<file path="config.mk">
export PLATFORM = sky130hd
export DESIGN_NAME = snd_cmd_rtx
export DESIGN_NICKNAME = d
export VERILOG_FILES = /design/src/rtl/snd_cmd_rtx.sv
export SDC_FILE = /design/constraint.sdc
export NUM_CORES = 1
export LEC_CHECK = 0
export CAP_MARGIN = 20
export CORE_ASPECT_RATIO = 0.8
export CORE_MARGIN = 2
export CORE_UTILIZATION = 56
export CTS_CLUSTER_SIZE = 30
export DETAILED_ROUTE_END_ITERATION = 8
export GPL_TIMING_DRIVEN = 0
export PLACE_DENSITY = 0.95
export SLEW_MARGIN = 25
export SYNTH_ARGS = -nofsm -noshare
export SYNTH_HDL_FRONTEND = slang
export SYNTH_SLANG_ARGS = --single-unit
</file>
<file path="constraint.sdc">
create_clock -name clk -period 3.7 [get_ports clk]
set_input_delay 1.11 -clock clk [delete_from_list [all_inputs] [get_ports clk]]
set_output_delay 1.11 -clock clk [all_outputs]
set_load 0.01 [all_outputs]
</file>
<file path="src/rtl/snd_cmd_rtx.sv">
// Command sender: streams a ROM-resident command to a UART transmitter, then
// waits for a terminator byte, retransmitting on timeout up to MAX_RETRY times.
module snd_cmd_rtx #(
    parameter int unsigned ADDR_W      = 5,
    parameter int unsigned LEN_W       = 4,
    parameter logic [7:0]  TERM_BYTE   = 8'h0A,
    parameter int unsigned TIMEOUT_CYC = 1_000_000,
    parameter int unsigned MAX_RETRY   = 2
) (
    input  logic              clk,
    input  logic              rst_n,
    input  logic              send,
    input  logic [ADDR_W-1:0] cmd_start,
    input  logic [LEN_W-1:0]  cmd_len,
    output logic [ADDR_W-1:0] rom_addr,
    input  logic [7:0]        rom_data,
    output logic              trmt,
    output logic [7:0]        tx_data,
    input  logic              tx_done,
    input  logic              rx_rdy,
    input  logic [7:0]        rx_data,
    output logic              clr_rx_rdy,
    output logic              busy,
    output logic              done,
    output logic              resp_rcvd,
    output logic              timeout_err,
    output logic [2:0]        retry_cnt
);

    localparam int unsigned TMR_W = (TIMEOUT_CYC > 2) ? $clog2(TIMEOUT_CYC) : 1;

    typedef enum logic [2:0] {IDLE, LOAD, SEND, WAIT_TX, WAIT_RESP, FIN} state_t;

    state_t            state, state_nxt;
    logic [ADDR_W-1:0] start_q;
    logic [LEN_W-1:0]  len_q;
    logic [LEN_W-1:0]  byte_cnt;
    logic [TMR_W-1:0]  timer;

    logic accept, next_byte, last_byte, do_retry, give_up;
    logic term_hit, expire;

    assign tx_data    = rom_data;
    assign clr_rx_rdy = rx_rdy;
    assign busy       = (state != IDLE);

    always_comb begin
        state_nxt = state;
        trmt      = 1'b0;
        done      = 1'b0;
        resp_rcvd = 1'b0;
        accept    = 1'b0;
        next_byte = 1'b0;
        last_byte = 1'b0;
        do_retry  = 1'b0;
        give_up   = 1'b0;
        term_hit  = rx_rdy && (rx_data == TERM_BYTE);
        expire    = (timer == TMR_W'(TIMEOUT_CYC - 1));
        case (state)
            IDLE: begin
                if (send && (cmd_len != '0)) begin
                    accept    = 1'b1;
                    state_nxt = LOAD;
                end
            end
            LOAD: state_nxt = SEND;
            SEND: begin
                trmt      = 1'b1;
                state_nxt = WAIT_TX;
            end
            WAIT_TX: begin
                if (tx_done) begin
                    if (byte_cnt < len_q) begin
                        next_byte = 1'b1;
                        state_nxt = LOAD;
                    end else begin
                        last_byte = 1'b1;
                        state_nxt = WAIT_RESP;
                    end
                end
            end
            WAIT_RESP: begin
                // Terminator takes priority over a coincident timer expiry.
                if (term_hit) begin
                    resp_rcvd = 1'b1;
                    state_nxt = FIN;
                end else if (expire) begin
                    if (retry_cnt < 3'(MAX_RETRY)) begin
                        do_retry  = 1'b1;
                        state_nxt = LOAD;
                    end else begin
                        give_up   = 1'b1;
                        state_nxt = FIN;
                    end
                end
            end
            FIN: begin
                done      = 1'b1;
                state_nxt = IDLE;
            end
            default: state_nxt = IDLE;
        endcase
    end

    always_ff @(posedge clk or negedge rst_n) begin
        if (!rst_n) begin
            state       <= IDLE;
            rom_addr    <= '0;
            start_q     <= '0;
            len_q       <= '0;
            byte_cnt    <= '0;
            timer       <= '0;
            retry_cnt   <= '0;
            timeout_err <= 1'b0;
        end else begin
            state <= state_nxt;
            if (accept) begin
                start_q     <= cmd_start;
                len_q       <= cmd_len;
                rom_addr    <= cmd_start;
                byte_cnt    <= '0;
                retry_cnt   <= '0;
                timeout_err <= 1'b0;
            end
            if (trmt)
                byte_cnt <= byte_cnt + 1'b1;
            if (next_byte)
                rom_addr <= rom_addr + 1'b1;
            if (last_byte)
                timer <= '0;
            else if (state == WAIT_RESP && !term_hit && !expire)
                timer <= timer + 1'b1;
            if (do_retry) begin
                retry_cnt <= retry_cnt + 3'd1;
                rom_addr  <= start_q;
                byte_cnt  <= '0;
            end
            if (give_up)
                timeout_err <= 1'b1;
        end
    end

endmodule

</file>
==> run summary <==
status -> finished clean
Post-DRT Antenna Nets -> 0
Final Util -> 0.714
count of cell types in the netlist -> 50
Inserted Diodes -> 0
most used flip-flop cell after synthesis -> dfrtp_1
Worst setup EP type -> primary output
Tcrit/Tclk final -> 0.970
element type at the critical path start -> input pin
share of power burned in registers -> 0.431
pwr dens -> 632 nW/µm²
clock-pin slew on the worst setup and hold paths -> 0.09 ns
clock sinks -> 45
Final min period -> 3.59 ns
# Post-CTS Setup Buffers -> 0
Layout Nets -> 349
Die Y -> 64.9 µm
Initial DRT Pass Iterations -> 4
asr flop ratio synth -> 1.00
Synth Net Count -> 298
met3 Track Usage GR -> 0.0487
met1 Use GR -> 0.332
Fin Hold WS -> 0.480 ns
worst slew pin tran -> 0.713 ns
TritonCTS buffer count -> 5
Synth Instances -> 261
r2r setup slk -> 1.18 ns
clock tree root driver cell -> clkbuf_8
post-synthesis cell area -> 2590 µm²
GRT Overall Usage -> 0.235
routed wire length -> 5770 µm
clock skew -> 0.00605 ns
Final Hold Fails -> 0
max-cap viol count -> 0
iteration-0 DRC count of the detailed router -> 165
layout cells sized above 1 -> 0.157
relative slew slack -> 0.525
area grow syn2layout -> 24.3%
syn_area_per_cell -> 9.94 µm²
CTS Buffer Depth -> 2
RSZ-0062 raised after global routing -> no
most crowded layer after global routing -> met2
core footprint -> 4510 µm²
R2R Path Start -> byte_cnt[1]
Net Sw Frac -> 0.379
clk_lat worst skew -> 0.30 ns
LEAKAGE -> 0.00141 µW
Initial Utilization -> 0.575
Slew Viols, Final -> 0
Vias -> 2192
register area share after synthesis -> 0.434
Top Ports -> 52
global route total overflow -> 0
CTS tree -> done
number of vias per cell -> 5.88
die area -> 5200 µm²
number of synthesized flops with an enable pin -> 0
hold worst-path end -> byte_cnt[3]
HP Start -> byte_cnt[3]
combinational fraction of design power -> 0.417
initial antenna violation count -> 0
first-pass GRT wire length -> 9660 µm
Power Internal -> 1270 µW
worst r2r dst -> rom_addr[1]
worst-path fanout max -> 3
WP data required -> 2.59 ns
Final setup viols -> 0
Filler Cell Count -> 337
H-tree depth -> 2
Synth Warn # -> 0
per-cell routed wire length -> 15.5 µm
worst min-delay path category -> flip-flop to flip-flop
Critical Path AT -> 2.48 ns
Die Width -> 80.1 µm
Synth Register Bits -> 45
vias in the first global route -> 2093
row count -> 22
WS Path Type -> input pin to primary output
Clock Power Share -> 0.152
DRC -> 0
pin count of the biggest net entering global routing -> 32
IO buf count -> 43
worst reg2reg path depth -> 5
hold depth -> 1
Routability Congestion -> 0.924
HPWL Detailed -> 4240 µm
Peak Freq -> 0.279 GHz
Worst VDD drop -> 0.000358 V
P_sw -> 772 µW
met2 GRT Util -> 0.355
[synth_stat cells, types with 4 or more instances]
cell / count / area share
inv_1: 9 / 0.013
mux2_2: 14 / 0.061
dfrtp_1: 45 / 0.43
nand3_1: 14 / 0.027
a31oi_1: 4 / 0.0096
o21ai_0: 7 / 0.014
xnor2_1: 10 / 0.034
nor3_1: 4 / 0.0077
buf_2: 4 / 0.0077
a21oi_1: 4 / 0.0077
ha_1: 7 / 0.034
nor2_1: 22 / 0.032
mux2i_1: 10 / 0.039
xor2_1: 4 / 0.014
or4_1: 5 / 0.014
nand4_1: 8 / 0.019
clkbuf_1: 4 / 0.0058
nand2_1: 24 / 0.035
buf_4: 9 / 0.026
nor4_1: 5 / 0.012
[stage by stage]
step           power [µW]  setup slack, ns  cell area (µm²)  cells  TNS, ns
2_1_floorplan        1430            0.710             2590    261        0
3_3_place_gp         1660           -0.260             3100    364   -0.260
3_5_place_dp         1730           -0.346             3110    365   -0.346
4_1_cts              2040            0.109             3220    373        0
5_1_grt              2200           0.0113             3220    373        0
6_report             2040            0.113             3220    373        0
[timing repair]
action	in CTS	in global routing
endpoints found under the setup margin	1	0
hold buffers	0	0
resized for setup	4	0
[flip-flops by register name (all words and copies together), names as in the netlist]
name / count
timeout_err: 1
len_q: 4
timer: 20
rom_addr: 5
start_q: 5
state: 3
retry_cnt: 3
byte_cnt: 4
[worst max-delay path by stage]
stage	start	to	slack (ns)	cells past startpoint
final	rx_data[4]	resp_rcvd	0.11	5
after global placement	rx_rdy	resp_rcvd	-0.26	5
after floorplan	rx_data[4]	resp_rcvd	0.71	3
after CTS	rx_data[4]	resp_rcvd	0.11	5
after detailed placement	rx_rdy	resp_rcvd	-0.35	5
after global routing	rx_data[4]	resp_rcvd	0.01	5
[cells by family after synthesis]
group,count (synthesis),share of synthesized area
AND/OR/NAND/NOR,105,0.216
flip-flops,45,0.434
AO/OA/AOI/OAI,37,0.107
buffers and inverters,29,0.0632
multiplexers,24,0.0994
XOR/XNOR,14,0.0473
adder cells (fa/ha/maj),7,0.0338
[worst max-delay path: stages]
cell             delay, ns
clkdlybuf4s50_1       0.45
nor4b_4               0.34
nand3_1               0.14
nor2_1                0.15
dlygate4sd2_1         0.28
[layout make-up]
type                       instances  area (µm²)  area share
inverter                           9        33.8      0.0105
timing repair buffer              44         444       0.138
multi-input combinational        187        1320       0.411
tap                               60        75.1      0.0233
buffer                            20         130      0.0404
clock inverter                     3        21.3     0.00660
clock buffer                       5        68.8      0.0214
sequential                        45        1130       0.349
[power groups by stage]
stage               combinational [µW]  sequential [µW]  clock (µW)
floorplan                          585              847           0
global placement                   795              869           0
detailed placement                 842              883           0
CTS                                853              874         315
global route                       951              908         339
finish                             849              879         310
[layout by cell type (no fill, tap or decap), types with 2 or more instances in the layout]
| cell type | n |
|---|---|
| a2111oi_2 | 2 |
| a211o_1 | 2 |
| a21o_1 | 2 |
| a21oi_1 | 4 |
| a22o_1 | 3 |
| a31oi_1 | 4 |
| and3_1 | 3 |
| and4_1 | 2 |
| buf_2 | 5 |
| buf_4 | 9 |
| buf_6 | 2 |
| clkbuf_1 | 4 |
| clkbuf_8 | 5 |
| clkdlybuf4s50_1 | 41 |
| dfrtp_1 | 45 |
| ha_1 | 7 |
| inv_1 | 9 |
| mux2_2 | 14 |
| mux2i_1 | 10 |
| nand2_1 | 24 |
| nand2b_1 | 2 |
| nand3_1 | 14 |
| nand4_1 | 8 |
| nor2_1 | 22 |
| nor2b_1 | 3 |
| nor3_1 | 4 |
| nor4_1 | 5 |
| o211ai_1 | 3 |
| o21ai_0 | 7 |
| o31ai_1 | 2 |
| or3_1 | 2 |
| or4_1 | 5 |
| xnor2_1 | 10 |
| xor2_1 | 4 |
[per-layer routing]
metal,vias to the layer above,routed length [µm]
met4,0,73
met5,-,0
met3,9,364
met2,71,2710
met1,1070,2620
li1,1042,-
Power figures use the tool's default switching activity.
==> variant 1: new RTL, config.mk and constraints unchanged <==
Reset style: synchronous (`rst_n`), changed in one clocked block.
--- a/src/rtl/snd_cmd_rtx.sv
+++ b/src/rtl/snd_cmd_rtx.sv
@@ -104,3 +104,3 @@
 
-    always_ff @(posedge clk or negedge rst_n) begin
+    always_ff @(posedge clk) begin
         if (!rst_n) begin
Formal check against the unedited RTL: differs if rst_n is asserted again (counterexample within 4 cycles, from zero or initial values and one cycle with rst_n low); with rst_n held inactive, the same outputs for 10 cycles.
==> variant 1 against the unedited design <==
- first-iteration DRC count rose by 22%
- synthesized area fell by 3.8%
- cell area fell by 1.7%
- synthesized cell count rose by 14%
- routed wire length rose by 6.2%
- non-clock buffer count rose by 2
- clock skew rose by 0.0035 ns
- core utilization rose by 3.5 points
- critical path depth did not move
- sequential cell count did not move
- setup slack improved by 0.052 ns
Power is not compared: it rests on default switching activity, and its combinational part moved more than twofold at a synthesized area within 25%.
==> variant 1: results <==
set metrics [dict create \
    run_status "complete, no violations" \
    rr_endpoint "timer[13]" \
    ctsHtreeMaxLevel 2 \
    numCtsBuffers 5 \
    wl_per_cell_um 15.1 \
    hp-class "flip-flop to flip-flop" \
    dp_hpwl_mm 4.39 \
    grt_use_total_pct 25.5 \
    synth_seq_area_share_pct 36.1 \
    fin_nets 386 \
    dr.pass1.iters 7 \
    antenna_cells 0 \
    clk_pin_slew_ns 0.08 \
    synth_cell_types 54 \
    ys_async_sr_fraction_pct 0 \
    synth_fp_nets 334 \
    crit_family "buffers and inverters" \
    rrSetupSlack_ns 1.48 \
    gp_congestion 0.822 \
    drt_iter0_markers 202 \
    synth_area_leaders "dfxtp_1, nand2_1, nor2_1" \
    dp.cells 397 \
    grt_pass1_wl_mm 10.3 \
    synthCells 297 \
    path_max_fanout 2 \
    finalNonFillerCells 407 \
    ys_warn_count 0 \
    startpoint "rx_data[6]" \
    worst_ep_arrival_time_ns 2.43 \
    ir_drop_mv 0.202 \
    drive_gt1_share_pct 10.6 \
    relSlewSlack_pct 49.7 \
    grt_pass1_vias 2270 \
    grt_start_max_net_pins 15 \
    finClkSkew_ns 0.00954 \
    r2r-start "len_q[1]" \
    cpPeakStageDelay_ns 0.45 \
    vias_per_cell 5.83 \
    r2r_cells 7 \
    port_buffers 43 \
    ys_top_cells_by_count "dfxtp_1, nand2_1, nor2_1" \
    cts_root_buffer "clkbuf_8" \
]
==> variant 1: cell types whose count changed after synthesis, sizes merged, moves of 7 or more <==
cell / delta
dfrtp: -45
dfxtp: +45
nand2: +16
mux2: -14
a21boi: +11
mux2i: -9
nor2: +9
xnor2: -7
xor2: +7
==> variant 1: repair_timing <==
action                                 CTS  global route
setup buffers                            2             0
gates resized for setup                  7             0
endpoints found under the hold margin    0             0
setup endpoints to repair                1             0
==> variant 1: stage by stage <==
stage | TNS [ns] | instance area, um^2 | util (%) | power (mW) | setup slack [ns]
2_1_floorplan | 0 | 2500 | - | 0.689 | 0.575
3_3_place_gp | -0.500 | 3000 | 70.9 | 0.779 | -0.500
3_5_place_dp | -0.533 | 3000 | 70.9 | 0.788 | -0.533
4_1_cts | 0 | 3170 | 74.9 | 1.17 | 0.205
5_1_grt | 0 | 3170 | 74.9 | 1.23 | 0.0774
6_report | 0 | 3170 | 74.9 | 1.18 | 0.165
==> variant 1: layout make-up <==
| type | count | area [um^2] |
|---|---|---|
| timing repair buffer | 45 | 444 |
| tap | 57 | 71.3 |
| buffer | 21 | 138 |
| sequential | 45 | 901 |
| inverter | 9 | 33.8 |
| fill | 314 | 1060 |
| clock inverter | 2 | 37.5 |
| multi-input combinational | 222 | 1460 |
| clock buffer | 6 | 82.6 |
==> variant 1: worst reg2reg max path, delay by kind of cell (launching register included) <==
kind,cells,cell delay (ns)
buffers and inverters,2,0.28
adder cells (fa/ha/maj),1,0.33
AND/OR/NAND/NOR,2,0.59
flip-flops,1,0.35
AO/OA/AOI/OAI,2,0.62
==> variant 1: kinds of logic after synthesis <==
kind of cell / count (synthesis) / share of synthesized area, %
xor gates and xnor gates: 14 / 4.91
buffers and inverters: 30 / 6.87
adders and majority gates: 7 / 3.51
muxes: 1 / 0.401
and+or+nand+nor: 140 / 30.0
AOI/OAI and AO/OA: 60 / 18.2
DFF: 45 / 36.1
==> variant 1: layer usage <==
| metal | share of wire, % | global-route usage, % |
|---|---|---|
| met5 | 0 | 0 |
| met4 | 1.3 | 7.24 |
| met3 | 6.8 | 5.16 |
| met2 | 46 | 40.4 |
| met1 | 46 | 35.1 |
==> variant 1: worst min-delay path by stage <==
stage	slack (ns)	cells after the start	startpoint	to
after global routing	0.49	2	start_q[1]	start_q[1]
final	0.47	2	start_q[3]	start_q[3]
after CTS	0.47	2	start_q[3]	start_q[3]
after global placement	0.45	2	start_q[0]	start_q[0]
after floorplan	0.44	2	start_q[0]	start_q[0]
after detailed placement	0.46	2	start_q[3]	start_q[3]
==> variant 1: power by group through the flow <==
stage	clock, mW	sequential (mW)	combinational, mW
final	0.390	0.530	0.255
after global routing	0.420	0.533	0.279
after CTS	0.393	0.529	0.253
after detailed placement	0	0.540	0.247
after global placement	0	0.539	0.239
after floorplan	0	0.540	0.149
==> variant 2: new RTL, config.mk and constraints unchanged <==
Without the edit above. The parameter `ADDR_W` goes from 5 to 6.
--- a/src/rtl/snd_cmd_rtx.sv
+++ b/src/rtl/snd_cmd_rtx.sv
@@ -3,3 +3,3 @@
 module snd_cmd_rtx #(
-    parameter int unsigned ADDR_W      = 5,
+    parameter int unsigned ADDR_W      = 6,
     parameter int unsigned LEN_W       = 4,
Interface: changed (resized cmd_start and rom_addr); port bits go from 52 to 54. No check against the original RTL was run, so the function may have changed too.
==> variant 2 against the unedited design <==
- sequential cell count rose by 2
- setup slack worse by 0.070 ns
- core utilization up 0.92 points
- hold slack improved by 0.0056 ns
- total power shrank 4.4%
- synthesized area increased by 1.3%
- critical endpoint unchanged
- cell area grew 1.9%
- critical path depth unchanged
- largest power group is now combinational logic
- largest cell class unchanged
- routed wire length is 4.1% higher
==> variant 2: results <==
set metrics [dict create \
    cts_resized 9 \
    use_met1_pct 31.1 \
    top_regs "timer x20, rom_addr x6, start_q x6" \
    port_buffers 45 \
    whs_ns 0.485 \
    drt_iter0_markers 164 \
    fin_nets 374 \
    synth_fp_nets 320 \
    met2WireLength_mm 2.97 \
    synth_seq_area_share_pct 44.8 \
    synth_compound_area_share_pct 12.4 \
    grt_util_met2_pct 42.6 \
    grt_pass1_vias 2332 \
    synth.area.mux_share_pct 2.00 \
    grt_use_total_pct 24.9 \
    startpoint "rx_data[3]" \
    wl_per_cell_um 15.2 \
    worst_ep_arrival_time_ns 2.55 \
    synth_xor_area_share_pct 6.00 \
    wl_met3_um 344 \
    grt_util_met3_pct 5.36 \
    post_cts_buffers 1 \
    gp_congestion 0.851 \
    crit_family "simple AND/OR/NAND/NOR gates" \
    dp_hpwl_mm 4.47 \
    min_to "start_q[4]" \
    run_status "complete, no violations" \
    min_path_cells 2 \
    min_from "start_q[4]" \
    dpl_worst_slack_ns -0.640 \
    synth_area_leaders "dfrtp_1, nand2_1, xor2_1" \
    drive_gt1_share_pct 12.8 \
]
## variant 2: cell families after synthesis
group | after synthesis
and+or+nand+nor | 133
xor gates and xnor gates | 18
adders and majority gates | 7
AOI/OAI and AO/OA | 45
muxes | 5
buffers and inverters | 27
DFF | 47
## variant 2: worst min-delay path, delay by kind of cell, from the launching register on
family	cells	cell delay, ns
AND/OR/NAND/NOR	2	0.11
flip-flops	1	0.35
## variant 2: through the flow
stage	std cells	cell area (um^2)	TNS, ns
6_report	396	3280	0
5_1_grt	396	3280	0
4_1_cts	396	3280	0
3_5_place_dp	388	3170	-0.640
3_3_place_gp	387	3150	-0.617
2_1_floorplan	282	2630	0
## variant 2: area by class of cell
class,count,share of cell area [%]
multi-input combinational,208,39.8
sequential,47,35.8
timing repair buffer,47,14.2
buffer,18,3.58
tap,60,2.29
clock buffer,5,2.10
clock inverter,2,1.14
inverter,9,1.03
## variant 2: where the power goes
part / switching, mW / internal (mW)
logic: 0.431 / 0.380
registers: 0.126 / 0.642
clock network: 0.172 / 0.198
